**config.mk**
```make
export PLATFORM = sky130hd
export DESIGN_NAME = io_seg7_scan
export DESIGN_NICKNAME = d
export VERILOG_FILES = /design/src/rtl/io_seg7_pkg.sv /design/src/rtl/io_seg7_dec.sv /design/src/rtl/io_seg7_scan.sv
export SDC_FILE = /design/constraint.sdc
export NUM_CORES = 1
export LEC_CHECK = 0
export CAP_MARGIN = 20
export CORE_MARGIN = 2
export CORE_UTILIZATION = 63
export CTS_BUF_LIST = sky130_fd_sc_hd__clkbuf_2
export CTS_CLUSTER_SIZE = 10
export DETAILED_ROUTE_END_ITERATION = 16
export DONT_BUFFER_PORTS = 1
export HOLD_SLACK_MARGIN = 0.15
export PLACE_DENSITY = 0.79
export RECOVER_POWER = 50
export SLEW_MARGIN = 20
export SYNTH_ARGS = -nofsm -noshare
export SYNTH_HDL_FRONTEND = slang
export SYNTH_SLANG_ARGS = --single-unit
```
**constraint.sdc**
```tcl
create_clock -name clk -period 6 [get_ports clk]
set_clock_uncertainty 0.1 [all_clocks]
set_input_delay 0.6 -clock clk [delete_from_list [all_inputs] [get_ports clk]]
set_output_delay 0.6 -clock clk [all_outputs]
set_load 0.05 [all_outputs]
```
**src/rtl/io_seg7_pkg.sv**
```systemverilog
// Shared constants and types for the io_seg7 scan controller family:
// hex glyph table (active-low, bit order g..a), blank pattern and FSM states.
package io_seg7_pkg;

  localparam logic [6:0] SEG_OFF = 7'h7F;

  localparam logic [6:0] SEG_GLYPH [16] = '{
    7'h40, 7'h79, 7'h24, 7'h30,   // 0 1 2 3
    7'h19, 7'h12, 7'h02, 7'h78,   // 4 5 6 7
    7'h00, 7'h10, 7'h08, 7'h03,   // 8 9 A b
    7'h46, 7'h21, 7'h06, 7'h0E    // C d E F
  };

  typedef enum logic {
    BLANK = 1'b0,
    SHOW  = 1'b1
  } scan_state_e;

endpackage

```
**src/rtl/io_seg7_dec.sv**
```systemverilog
// Combinational hex nibble to active-low seven-segment lookup.
module io_seg7_dec
  import io_seg7_pkg::*;
(
  input  logic [3:0] nib,
  output logic [6:0] seg_n
);

  always_comb begin
    seg_n = SEG_GLYPH[nib];
  end

endmodule

```
**src/rtl/io_seg7_scan.sv**
```systemverilog
// Multiplexed common-anode seven-segment scan controller with frame-aligned
// double buffering. Optional leading-zero blanking: IO_SEG7_SCAN_LZB_EN.
module io_seg7_scan
  import io_seg7_pkg::*;
#(
  parameter int DIGITS  = 4,
  parameter int ON_CYC  = 8,
  parameter int OFF_CYC = 2
) (
  input  logic                  clk,
  input  logic                  reset_n,
  input  logic                  load,
  input  logic [4*DIGITS-1:0]   data,
  input  logic [DIGITS-1:0]     dp,
  output logic                  pending,
  output logic                  frame,
  output logic [6:0]            seg_n,
  output logic                  dp_n,
  output logic [DIGITS-1:0]     dig_n
);

  localparam int IDX_W   = (DIGITS > 1) ? $clog2(DIGITS) : 1;
  localparam int CNT_MAX = (ON_CYC > OFF_CYC) ? ON_CYC : OFF_CYC;
  localparam int CNT_W   = (CNT_MAX > 1) ? $clog2(CNT_MAX) : 1;

  localparam logic [CNT_W-1:0] ON_LAST  = CNT_W'(ON_CYC - 1);
  localparam logic [CNT_W-1:0] OFF_LAST = CNT_W'((OFF_CYC > 0) ? OFF_CYC - 1 : 0);
  localparam logic [IDX_W-1:0] IDX_LAST = IDX_W'(DIGITS - 1);
  localparam scan_state_e      ST_INIT  = (OFF_CYC == 0) ? SHOW : BLANK;

  scan_state_e         state_q, state_d;
  logic [CNT_W-1:0]    cnt_q, cnt_d;
  logic [IDX_W-1:0]    idx_q, idx_d;

  logic [4*DIGITS-1:0] shadow_q, shadow_d;
  logic [DIGITS-1:0]   shadow_dp_q, shadow_dp_d;
  logic [4*DIGITS-1:0] disp_q, disp_d;
  logic [DIGITS-1:0]   disp_dp_q, disp_dp_d;
  logic                pending_q, pending_d;

  logic [6:0]          seg_n_q, seg_n_d;
  logic                dp_n_q, dp_n_d;
  logic [DIGITS-1:0]   dig_n_q, dig_n_d;
  logic                frame_q, frame_d;

  logic [3:0]          nib_sel;
  logic                dp_sel;
  logic                lz_blank_sel;
  logic [6:0]          dec_seg_n;

  // ---------------------------------------------------------------------------
  // Shadow / display double buffer. frame_q marks the last cycle of a frame,
  // so the edge that ends it is the only point where the display may change.
  // ---------------------------------------------------------------------------
  always_comb begin
    // NOTE: every comb output gets a default first so no path leaves it unassigned (no latch).
    shadow_d    = shadow_q;
    shadow_dp_d = shadow_dp_q;
    disp_d      = disp_q;
    disp_dp_d   = disp_dp_q;
    pending_d   = pending_q;

    if (load) begin
      shadow_d    = data;
      shadow_dp_d = dp;
    end

    if (frame_q) begin
      disp_d    = load ? data : shadow_q;
      disp_dp_d = load ? dp   : shadow_dp_q;
      pending_d = 1'b0;
    end else if (load) begin
      pending_d = 1'b1;
    end
  end

  always_ff @(posedge clk or negedge reset_n) begin
    if (!reset_n) begin
      // NOTE: state updates use non-blocking assignments so all flops sample pre-edge values.
      shadow_q    <= '0;
      shadow_dp_q <= '0;
      disp_q      <= '0;
      disp_dp_q   <= '0;
      pending_q   <= 1'b0;
    end else begin
      shadow_q    <= shadow_d;
      shadow_dp_q <= shadow_dp_d;
      disp_q      <= disp_d;
      disp_dp_q   <= disp_dp_d;
      pending_q   <= pending_d;
    end
  end

  // ---------------------------------------------------------------------------
  // Scan FSM: state register
  // ---------------------------------------------------------------------------
  always_ff @(posedge clk or negedge reset_n) begin
    if (!reset_n) begin
      state_q <= ST_INIT;
      cnt_q   <= '0;
      idx_q   <= '0;
    end else begin
      state_q <= state_d;
      cnt_q   <= cnt_d;
      idx_q   <= idx_d;
    end
  end

  // Scan FSM: next state
  always_comb begin
    state_d = state_q;
    cnt_d   = cnt_q + 1'b1;
    idx_d   = idx_q;
    unique case (state_q)
      BLANK: begin
        if (cnt_q == OFF_LAST) begin
          state_d = SHOW;
          cnt_d   = '0;
        end
      end
      SHOW: begin
        if (cnt_q == ON_LAST) begin
          state_d = (OFF_CYC == 0) ? SHOW : BLANK;
          cnt_d   = '0;
          idx_d   = (idx_q == IDX_LAST) ? '0 : idx_q + 1'b1;
        end
      end
    endcase
  end

  // ---------------------------------------------------------------------------
  // Digit select and decode. The mux reads the post-commit value so a digit
  // shown on the commit edge itself (OFF_CYC=0) is already the new frame.
  // ---------------------------------------------------------------------------
  always_comb begin
    nib_sel = disp_d[4*int'(idx_q) +: 4];
    dp_sel  = disp_dp_d[idx_q];
  end

`ifdef IO_SEG7_SCAN_LZB_EN
  logic [DIGITS-1:0] lz_blank;
  logic              lz_run;

  // Walk from the top digit down; a run of zero nibbles blanks unless dp is lit.
  always_comb begin
    lz_blank = '0;
    lz_run   = 1'b1;
    for (int i = DIGITS - 1; i > 0; i--) begin
      lz_run      = lz_run && (disp_d[4*i +: 4] == 4'h0);
      lz_blank[i] = lz_run && !disp_dp_d[i];
    end
    lz_blank_sel = lz_blank[idx_q];
  end
`else
  always_comb begin
    lz_blank_sel = 1'b0;
  end
`endif

  io_seg7_dec u_dec (
    .nib   (nib_sel),
    .seg_n (dec_seg_n)
  );

  // Scan FSM: outputs, registered so dig_n and seg_n switch on the same edge.
  always_comb begin
    seg_n_d = SEG_OFF;
    dp_n_d  = 1'b1;
    dig_n_d = '1;
    frame_d = (state_q == SHOW) && (cnt_q == ON_LAST) && (idx_q == IDX_LAST);
    if (state_q == SHOW) begin
      dig_n_d = ~(DIGITS'(1) << idx_q);
      if (!lz_blank_sel) begin
        seg_n_d = dec_seg_n;
        dp_n_d  = ~dp_sel;
      end
    end
  end

  always_ff @(posedge clk or negedge reset_n) begin
    if (!reset_n) begin
      seg_n_q <= SEG_OFF;
      dp_n_q  <= 1'b1;
      dig_n_q <= '1;
      frame_q <= 1'b0;
    end else begin
      seg_n_q <= seg_n_d;
      dp_n_q  <= dp_n_d;
      dig_n_q <= dig_n_d;
      frame_q <= frame_d;
    end
  end

  assign pending = pending_q;
  assign frame   = frame_q;
  assign seg_n   = seg_n_q;
  assign dp_n    = dp_n_q;
  assign dig_n   = dig_n_q;

endmodule

```
[Word level (Yosys, flattened, before mapping)]
Memories as Yosys holds them, arrays and structs flattened.
Cells that the tools add are included.
Cells by class
  multiplexer cells: 20
  bitwise gates (word level): 4
  shifts and indexed selects: 2
  magnitude comparators: 2
  add/sub/neg operators: 2
  eq/ne operators: 3
  reduce and logical (&&, ||, !) cells: 4
Operators with widths (number)
  16-bit 2-to-1 mux: 2
  7-bit 2-to-1 mux: 3
  16-bit by 5-bit indexed part select with 4-bit output: 1
  4-bit 2-to-1 mux: 3
  1-bit 2-to-1 mux: 6
  3-bit 2-to-1 mux: 2
  3-bit case mux with 2 select lines: 1
  5-bit greater-or-equal comparator, second input constant: 1
  4-bit inverter with 5-bit output: 1
  4-bit inverter: 1
  1-bit by 2-bit << shifter with 4-bit output, first input constant: 1
  3-bit by 1-bit adder with 3-bit output, second input constant: 1
  3-bit by 1-bit equality test with 1-bit output, second input constant: 1
  3-bit equality test, second input constant: 1
  2-bit by 3-bit < comparator with 1-bit output, second input constant: 1
  2-bit by 1-bit adder with 2-bit output, second input constant: 1
  1-bit binary-select mux with 2-bit select: 1
  2-bit equality test, second input constant: 1
  1-bit logical AND: 2
  2-bit 2-to-1 mux: 1
  1-bit inverter: 2
  1-bit case mux with 2 select lines: 1
  2-bit AND reduction: 1
  2-bit nonzero test: 1
Storage, ports and cells
  bits in registers: 60
  input bits: 23
  memories kept: 1
  logic and storage cells: 50
  output and inout bits: 14
  memory bits (read-only): 112
Memories
  (no name shown): words 16, bits a word 7, rd ports 1, clocked after memory_dff 0, wr ports 0, line io_seg7_dec.sv:10  | seg_n = SEG_GLYPH[nib];

[Logic depth before layout (Yosys ltp)]
  depth after elaboration: 8
  mapped depth: 9
  mapped depth without buffers: 8

[Modules after synthesis]
A second synthesis with hierarchy kept.
Second synthesis, totals
  cell total of the unflattened synthesis: 185
  area, all modules: 2819.0 um^2
Modules (own cells, without submodules)
  io_seg7_scan: area each 2543.7 um^2, instances 1, cells each 154, sequential area each 1516.5 um^2
  io_seg7_dec: area each 275.3 um^2, instances 1, cells each 31, sequential area each 0.0 um^2

[Worst setup path after synthesis]
No wires, ideal clock.
  path kind: register to register
  start point: reg frame_q, in the netlist frame
  end point: reg seg_n_q[1], in the netlist seg_n[1]
  clock period less this slack: 2.791 ns
  data required time: 5.817 ns
  library setup time: 0.083 ns
  buffers on the path: 3
  path slack: 3.209 ns
  data arrival time: 2.607 ns
  stages on the path, launching flop included: 7
  path through: dfrtp_1 > buf_2 > clkbuf_1 > mux2_2 > mux4_2 > buf_2 > a221o_1
Between the ends
  word-level cells in the longest chain between the ends: 7
RTL lines
  start, declared: line io_seg7_scan.sv:44  | logic frame_q, frame_d;
  start signal, assigned: line io_seg7_scan.sv:190  | frame_q <= frame_d;
  16-bit 2-to-1 mux: line io_seg7_scan.sv:68  | if (frame_q) begin
  named net disp_d[15]: line io_seg7_scan.sv:37  | logic [4*DIGITS-1:0] disp_q, disp_d;
  16-bit by 5-bit indexed part select with 4-bit output: line io_seg7_scan.sv:136  | nib_sel = disp_d[4*int'(idx_q) +: 4];
  4-bit inverter with 5-bit output (implied by the code): line io_seg7_dec.sv:10
  memory read 16 x 7 bit
  7-bit 2-to-1 mux (implied by the code) (2 in a row): line io_seg7_dec.sv:10
  7-bit 2-to-1 mux: line io_seg7_scan.sv:171  | if (state_q == SHOW) begin
  named net seg_n_d[1]: line io_seg7_scan.sv:41  | logic [6:0] seg_n_q, seg_n_d;
  end signal, assigned: line io_seg7_scan.sv:187  | seg_n_q <= seg_n_d;
  end, declared: line io_seg7_scan.sv:41
The timed path passes the listed nets, and every way through them passes these cells. The select of a mux whose other input is x is not followed.
A chain may end at the register's enable or synchronous reset.

==> results.sh <==
export IMPL_layout_commonest_cell="dfrtp_1"
export IMPL_synth_distinct_cells=25
export IMPL_clock_root_buffer="clkbuf_2"
export IMPL_drive_gt1_frac=0.3317
export IMPL_path_class="input port to asynchronous set/reset pin"
export IMPL_nets=230
export IMPL_r2r_setup_slack_ns=3.27
export IMPL_critPathLaunch="reset_n"
export IMPL_gp_congestion=0.8573
export IMPL_async_reset_ff_frac=1.000
export IMPL_static_leakage_power_nw=1.255
export IMPL_grt_pass1_wl_um=7610
export IMPL_worst_path_stages=2
export IMPL_yosys_area_top_type="dfrtp_1"
export IMPL_timing_rr_start="frame$_DFF_PN0_"
export IMPL_yosys_warnings=0
export IMPL_power_density_mw_per_mm2=271.2
export IMPL_syn_nets=221
export IMPL_fin_hold_ws_ns=0.1972
export IMPL_clk_latency_ns=0.46
export IMPL_grt_max_degree=61
export IMPL_io_pins=37
export IMPL_cp_top_family="buffers and inverters"
export IMPL_post_drt_wl_per_cell_um=17.92
export IMPL_cap_violations=1
export IMPL_synth_edf_count=0
export IMPL_outcome="finished, violations left"
export IMPL_critPathCaptureType="asynchronous set/reset pin"
export IMPL_netlist_area_leader_share=0.4444
export IMPL_multi_input_area_mm2=0.001082
export IMPL_numClockSinks=60
export IMPL_drtIter0Drc=119
export IMPL_ctsLongestPathBuffers=2
export IMPL_drcViolationCount=0
export IMPL_grt_usage=0.2080
export IMPL_final_cell_mix="dfrtp_1 (48), mux2_2 (29), ha_1 (13)"
export IMPL_antenna_cells=0
export IMPL_r2r_end="seg_n[0]$_DFF_PN1_"
export IMPL_syn_avg_cell_area_um2=14.61
export IMPL_drt_total_wl_um=4461
export IMPL_max_stage_delay_ns=2.15
export IMPL_finalHoldViolCount=0
export IMPL_globalRouteOverflowTotal=0
export IMPL_ys_flop_type="dfrtp_1"
export IMPL_ir_drop_v=0.0001433
export IMPL_rows=23
export IMPL_die_w_um=69.50
export IMPL_fmax_mhz=287.8
export IMPL_post_route_util=0.6981
export IMPL_dp_hpwl_um=2984
export IMPL_min_delay_worst_endpoint="shadow_dp_q[0]$_DFF_PN0_"
export IMPL_critPathMaxFanout=60
export IMPL_htreeDepth=3
export IMPL_drv_slew=61
export IMPL_relSlewSlack=-1.026
export IMPL_cts_inserted_buffers=9
export IMPL_crit_path_top_delay_cell="clkbuf_1"
export IMPL_cts_tree="yes"
export IMPL_vias=1429
export IMPL_hold_path_class="input port to register"
export IMPL_dieArea_mm2=0.004830
export IMPL_path_clk_slew_ns=0.15
export IMPL_grt_pass1_vias=1592
export IMPL_fin_setup_tns_ns=0
export IMPL_final_setup_viol_count=0
export IMPL_io_buffers=0
export IMPL_antenna_found_initial=0
export IMPL_violations="capacitance limit, slew limit"
export IMPL_worstPathRequired_ns=5.82
export IMPL_ys_top_cells_by_area="dfrtp_1 (44%), mux2_2 (14%), dfstp_2 (12%)"
export IMPL_post_route_min_period_ns=3.474
export IMPL_start_util=0.6660
export IMPL_cts_resized=0
export IMPL_start_kind="input port"
export IMPL_ant_nets=0
export IMPL_cp_arrival_ns=3.29
export IMPL_rsz0062_at_grt="no"
export IMPL_r2r_cells=8
export IMPL_whs_path_depth=2
export IMPL_hp_start="dp[0]"
export IMPL_power_mw=0.7681
export IMPL_drtPass1Iterations=4
export IMPL_worst_pin_slew_ns=3.039
export IMPL_nFillCells=265
export IMPL_synth_area_mm2=0.002703
export IMPL_syn2layout_area_growth_pct=4.815
export IMPL_seq_area_frac_synth=0.5611
export IMPL_fin_crit_sh=0.5790
export IMPL_seq_area_mm2=0.001516
export IMPL_dieHeight_um=69.50
export IMPL_core_mm2=0.004058
export IMPL_viasPerCell=5.739
export IMPL_postSynthCellCount=185
export IMPL_crit_chain="dlygate4sd3_1 -> clkbuf_1"
export IMPL_crit_buf_inv=2
export IMPL_ys_ff_latch=60
[sequential cells by signal, indices dropped and copies added (netlist names)]
name         flops
pending          1
idx_q            2
dig_n            4
shadow_q        16
dp_n             1
disp_q          16
shadow_dp_q      4
disp_dp_q        4
state_q          1
cnt_q            3
frame            1
seg_n            7
[where the power goes]
part	total, mW	switching, mW	internal, mW
combinational	0.0901	0.0438	0.0463
clock	0.188	0.132	0.0555
sequential	0.490	0.0431	0.447
[Yosys cell counts (2+ instances only)]
cell type and number:
dfrtp_1 48, mux2_2 34, ha_1 13, dfstp_2 12
nand2_1 12, inv_1 9, mux2_4 9, nor2_1 9
mux2i_1 7, mux4_2 7, clkbuf_1 5, a2bb2oi_1 2
a31oi_1 2, buf_2 2, buf_6 2, o21ai_1 2
o221ai_1 2
[what timing repair did]
item | in CTS | in global routing
endpoints found under the hold margin | 63 | 1
hold buffers | 5 | 1
buffers inserted | 0 | 0
[layout make-up]
type | instances | area share
Clock inverter | 4 | 0.005742
Inverter | 9 | 0.01193
Sequential cell | 60 | 0.5353
Multi-Input combinational cell | 107 | 0.3821
Tap cell | 50 | 0.02208
Clock buffer | 12 | 0.02120
Timing Repair Buffer | 7 | 0.02164
[per-stage QoR]
| step | instance area, µm² | instances | setup slack, ns |
|---|---|---|---|
| floorplan | 2703 | 185 | 3.209 |
| global placement | 2721 | 227 | 3.200 |
| detailed placement | 2721 | 227 | 3.142 |
| CTS | 2865 | 248 | 3.274 |
| global route | 2833 | 249 | 1.873 |
| finish | 2833 | 249 | 2.526 |
[worst max-delay path by stage]
stage / end / slack [ns]
floorplan: seg_n[1]$_DFF_PN1_ / 3.21
global placement: seg_n[5]$_DFF_PN1_ / 3.20
CTS: seg_n[0]$_DFF_PN1_ / 3.27
finish: shadow_q[15]$_DFF_PN0_ / 2.53
detailed placement: seg_n[5]$_DFF_PN1_ / 3.14
global route: shadow_q[5]$_DFF_PN0_ / 1.87
[cells by family after synthesis]
| family | after synthesis | share of synthesized area |
|---|---|---|
| buffers and inverters | 18 | 0.03148 |
| flip-flops | 60 | 0.5611 |
| multiplexers | 58 | 0.2801 |
| AND/OR/NAND/NOR | 24 | 0.03565 |
| AO/OA/AOI/OAI | 12 | 0.03148 |
| adder cells (fa/ha/maj) | 13 | 0.06019 |
[routing by layer]
layer | vias up | global-route usage | part of all wire
met3 | 7 | 0.06541 | 0.042
met5 | - | 0 | 0
li1 | 672 | - | -
met1 | 718 | 0.2540 | 0.43
met4 | 0 | 0.09150 | 0.012
met2 | 32 | 0.3408 | 0.52
Power figures use the tool's default switching activity.
